<file path="src/rtl/swap_writer.sv">
`default_nettype none
// ============================================================================
//  Module      : swap_writer
//  Description : RC4 S-box swap sequencer. Reads S[i] and S[j], writes them
//                back crossed and exposes the pair plus the keystream index.
//                Optional macro SWAP_SAME_SKIP_EN: when i==j, stop after the
//                first read and skip the writes (swap is a no-op).
//  Revision    : 1.0 - initial release
// ============================================================================
module swap_writer #(
    parameter int ADDR_W   = 8,
    parameter int DATA_W   = 8,
    parameter int READ_LAT = 1    // legal range 1..3
) (
    input  logic              clk,
    input  logic              n_rst,
    input  logic              start_i,
    input  logic [ADDR_W-1:0] idx_i_i,
    input  logic [ADDR_W-1:0] idx_j_i,
    output logic              busy_o,
    output logic              done_o,
    output logic [DATA_W-1:0] si_o,
    output logic [DATA_W-1:0] sj_o,
    output logic [DATA_W-1:0] ks_idx_o,
    output logic [ADDR_W-1:0] mem_addr_o,
    output logic              mem_re_o,
    output logic              mem_we_o,
    output logic [DATA_W-1:0] mem_wdata_o,
    input  logic [DATA_W-1:0] mem_rdata_i
);

    typedef enum logic [2:0] {
        IDLE   = 3'd0,
        RD_I   = 3'd1,
        WAIT_I = 3'd2,
        RD_J   = 3'd3,
        WAIT_J = 3'd4,
        WR_I   = 3'd5,
        WR_J   = 3'd6,
        DONE   = 3'd7
    } state_t;

    // Wait counter value at which the read data is valid on mem_rdata_i.
    localparam logic [1:0] C_LAT_LAST = 2'(READ_LAT - 1);

    state_t            state_q, state_d;
    logic [ADDR_W-1:0] i_q, i_d;
    logic [ADDR_W-1:0] j_q, j_d;
    logic [DATA_W-1:0] si_q, si_d;
    logic [DATA_W-1:0] sj_q, sj_d;
    logic [1:0]        cnt_q, cnt_d;

    always_ff @(posedge clk or negedge n_rst) begin
        if (!n_rst) begin
            state_q <= IDLE;
            i_q     <= '0;
            j_q     <= '0;
            si_q    <= '0;
            sj_q    <= '0;
            cnt_q   <= '0;
        end else begin
            state_q <= state_d;
            i_q     <= i_d;
            j_q     <= j_d;
            si_q    <= si_d;
            sj_q    <= sj_d;
            cnt_q   <= cnt_d;
        end
    end

    always_comb begin
        state_d     = state_q;
        i_d         = i_q;
        j_d         = j_q;
        si_d        = si_q;
        sj_d        = sj_q;
        cnt_d       = cnt_q;
        mem_re_o    = 1'b0;
        mem_we_o    = 1'b0;
        mem_addr_o  = '0;
        mem_wdata_o = '0;
        done_o      = 1'b0;

        case (state_q)
            IDLE: begin
                if (start_i) begin
                    i_d     = idx_i_i;
                    j_d     = idx_j_i;
                    state_d = RD_I;
                end
            end
            RD_I: begin
                mem_re_o   = 1'b1;
                mem_addr_o = i_q;
                cnt_d      = '0;
                state_d    = WAIT_I;
            end
            WAIT_I: begin
                if (cnt_q == C_LAT_LAST) begin
                    si_d  = mem_rdata_i;
                    cnt_d = '0;
`ifdef SWAP_SAME_SKIP_EN
                    if (i_q == j_q) begin
                        sj_d    = mem_rdata_i;
                        state_d = DONE;
                    end else begin
                        state_d = RD_J;
                    end
`else
                    state_d = RD_J;
`endif
                end else begin
                    cnt_d = cnt_q + 2'd1;
                end
            end
            RD_J: begin
                mem_re_o   = 1'b1;
                mem_addr_o = j_q;
                cnt_d      = '0;
                state_d    = WAIT_J;
            end
            WAIT_J: begin
                if (cnt_q == C_LAT_LAST) begin
                    sj_d    = mem_rdata_i;
                    cnt_d   = '0;
                    state_d = WR_I;
                end else begin
                    cnt_d = cnt_q + 2'd1;
                end
            end
            WR_I: begin
                mem_we_o    = 1'b1;
                mem_addr_o  = i_q;
                mem_wdata_o = sj_q;
                state_d     = WR_J;
            end
            WR_J: begin
                mem_we_o    = 1'b1;
                mem_addr_o  = j_q;
                mem_wdata_o = si_q;
                state_d     = DONE;
            end
            DONE: begin
                done_o  = 1'b1;
                state_d = IDLE;
            end
            default: state_d = IDLE;
        endcase
    end

    assign busy_o   = (state_q != IDLE);
    assign si_o     = si_q;
    assign sj_o     = sj_q;
    assign ks_idx_o = si_q + sj_q;

endmodule
`default_nettype wire

</file>
<file path="config.mk">
export PLATFORM = sky130hd
export DESIGN_NAME = swap_writer
export DESIGN_NICKNAME = d
export VERILOG_FILES = /design/src/rtl/swap_writer.sv
export SDC_FILE = /design/constraint.sdc
export NUM_CORES = 1
export LEC_CHECK = 0
export CAP_MARGIN = 20
export CORE_MARGIN = 2
export CORE_UTILIZATION = 50
export DETAILED_ROUTE_END_ITERATION = 10
export PLACE_DENSITY = 0.85
export RECOVER_POWER = 100
export SETUP_SLACK_MARGIN = 0.1
export SLEW_MARGIN = 30
export SYNTH_ARGS = -nofsm -noshare
export SYNTH_HDL_FRONTEND = slang
export SYNTH_SLANG_ARGS = --single-unit
</file>
<file path="constraint.sdc">
create_clock -name clk -period 5.9 [get_ports clk]
set_clock_uncertainty 0.2 [all_clocks]
set_input_delay 0.885 -clock clk [delete_from_list [all_inputs] [get_ports clk]]
set_output_delay 0.885 -clock clk [all_outputs]
set_load 0.03 [all_outputs]
</file>
==> flow_summary_export.csv <==
group,metric,value,unit
status,status,"finished with violations",
status,violations,"capacitance limit, slew limit",
global_routing,track_usage,21.8,%
finish,nFillCells,306,
synth,synth_common_cells,"37 x dfrtp_1, 24 x o21ai_0, 23 x nand2_1, 22 x mux2_2, 17 x inv_1",
sta,min_period,3870,ps
clock_tree,hold_buffers,0,
floorplanning,fp.dieH,69.9,um
synth,postSynth.asyncResetShare,100,%
sta,hold_viol_final,0,
sta,final-setup-viol-count,0,
route,ant_nets,0,
clock_tree,cts_setup_buffers,0,
clock_tree,clock_latency,300,ps
sta,rsz0062_at_grt,"false",
flow_run,drv_cap,2,
setup_path,critPathRequiredTime,4820,ps
setup_path,crit_path_max_fanout,22,
route,wl_per_cell,15.1,um
sta,fin_setup_tns,0,ps
global_routing,antenna_found_initial,0,
global_routing,grt_pass1_wl,8560,um
setup_path,startpoint_type,"register",
synth,synth_top_area_cell,"dfrtp_1",
synth,synth_ff_type,"dfrtp_1",
synth,synth-edff-count,0,
synth,syn-cell-area,0.00217,sq mm
sta,finalMaxSlewViolations,48,
synth,yosysUniqueCellTypes,37,
global_routing,grt_overflow,0,
setup_path,crit_chain,"nor2b_1 -> nand2_1 -> o21ai_0 -> a22o_1 -> dlygate4sd3_1",
floorplanning,core,0.00409,sq mm
sta,fmax,0.258,GHz
finish,num_antenna_cells,0,
floorplanning,dieArea,0.00489,sq mm
setup_path,cp.arrival,2790,ps
synth,yosysWarnings,0,
setup_path,path_class,"reg -> out",
clock_tree,cts_sinks,37,
clock_tree,cts_root_buf,"clkbuf_8",
sta,tightest_slew,1950,ps
floorplanning,rows,23,
floorplanning,die_x,69.9,um
worst_hold_path,hp-class,"reg -> reg",
clock_tree,clockBufferDepth,2,
sta,post-route-period-util,65.6,%
synth,syn_area_per_cell,10.1,sq um
route,drc,0,
finish,drive_above_1_share,9.22,%
setup_path,slowest_stage,"dfrtp_1",
synth,synthMostInstantiatedCell,"dfrtp_1",
finish,register_area,926,sq um
setup_path,end_kind,"output pin",
synth,synthCells,216,
route,vias,1834,
synth,yosysTopAreaCellShare,42.6,%
floorplanning,start_util,53.2,%
global_routing,grt_start_max_net_pins,38,
finish,fin_nets,318,
route,drt_iter0_drc,127,
floorplanning,ios,71,
setup_path,cpPeakStageDelay,760,ps
route,wl,5030,um
route,dr.pass1.iters,4,
clock_tree,numCtsBuffers,5,
clock_tree,cts.clk_slew.worst_paths,80,ps
sta,relSlewSlack,-32.0,%
finish,multi_input_area,0.00107,sq mm
route,viasPerCell,5.52,
clock_tree,htreeDepth,2,
clock_tree,cts_tree,"yes",
synth,ys_ff_latch,37,
placement,portBuffers,70,
finish,area_growth,35.3,%
placement,hpwl,3660,um
placement,gp_congestion,0.887,
global_routing,grt_pass1_vias,1876,
synth,synthTopCellsByArea,"dfrtp_1 43%, mux2_2 11%, o21ai_0 5.5%, ha_1 5.2%, nand2_1 4.0%",
synth,ys_seq_area_share,42.6,%
synth,syn_nets,253,
clock_tree,cts_resized,0,
-- final cells by class --
cell class	instances	share of cell area [%]
multi-input cells	150	36.5
flip-flops and latches	37	31.5
repair buffers	70	23.6
clock buffers	6	2.81
inverters	17	2.17
well taps	50	2.13
clock inverters	2	1.28
-- metal layers --
metal	vias up	wire, um	GRT usage [%]
li1	883	-	-
met1	890	2230	28.1
met2	48	2440	36.0
met5	-	0	0
met3	13	242	4.47
met4	0	110	8.55
-- stage by stage --
step	cell area [sq um]	hold slack, ps	cells	utilization, %	setup WS [ps]
2_1_floorplan	2170	268	216	-	2830
3_3_place_gp	2860	288	324	70.0	2380
3_5_place_dp	2860	323	324	70.0	2390
4_1_cts	2980	341	332	73.0	2040
5_1_grt	2940	354	332	72.0	1850
6_report	2940	338	332	72.0	2030
-- logic make-up (layout without fill, tap and decap cells) --
| kind of cell | after synthesis | count (layout) | synth area share (%) |
|---|---|---|---|
| adders and majority gates | 10 | 10 | 6.10 |
| buffers and inverters | 29 | 95 | 6.16 |
| and+or+nand+nor | 53 | 53 | 13.9 |
| muxes | 24 | 24 | 12.3 |
| xor gates and xnor gates | 5 | 5 | 2.01 |
| DFF | 37 | 37 | 42.6 |
| AOI/OAI and AO/OA | 58 | 58 | 16.9 |
-- critical path, delay by kind of cell (launching register included) --
kind / cells / cell delay [ps]
and+or+nand+nor: 2 / 730
buffers and inverters: 1 / 740
AOI/OAI and AO/OA: 2 / 260
DFF: 1 / 760
-- worst paths after layout --
check / start / to / slack [ps] / cells past startpoint
worst max-delay path: state_q[1] / mem_addr_o[2] / 2030 / 5
worst min-delay path: sj_o[0] / sj_o[0] / 340 / 1
worst max register to register: state_q[2] / sj_o[4] / 2800 / 2
worst min register to register: sj_o[0] / sj_o[0] / 340 / 1
max in group asynchronous: n_rst / j_q[0] / 3460 / 1
min in group asynchronous: n_rst / j_q[7] / 920 / 1
-- flip-flops by register name, summed over array words and instances, names as in the netlist --
register,flops
j_q,8
si_o,8
state_q,3
cnt_q,2
sj_o,8
i_q,8
-- cells in the final DEF (no fill, tap or decap), drive strengths merged, types with 2 or more instances in the layout --
cell type | netlist | layout
a211oi | 2 | 2
a21oi | 8 | 8
a22o | 8 | 8
a22oi | 8 | 8
clkbuf | 7 | 7
clkdlybuf4s50 | 0 | 25
dfrtp | 37 | 37
dlygate4sd3 | 0 | 44
ha | 9 | 9
inv | 17 | 17
mux2 | 22 | 22
mux2i | 2 | 2
nand2 | 23 | 23
nor2 | 6 | 6
nor2b | 13 | 13
nor3 | 2 | 2
o21a | 3 | 3
o21ai | 24 | 24
xnor2 | 4 | 4
Power is not shown: default switching activity piles up to over one toggle a cycle in this logic, so the estimate is an artifact.
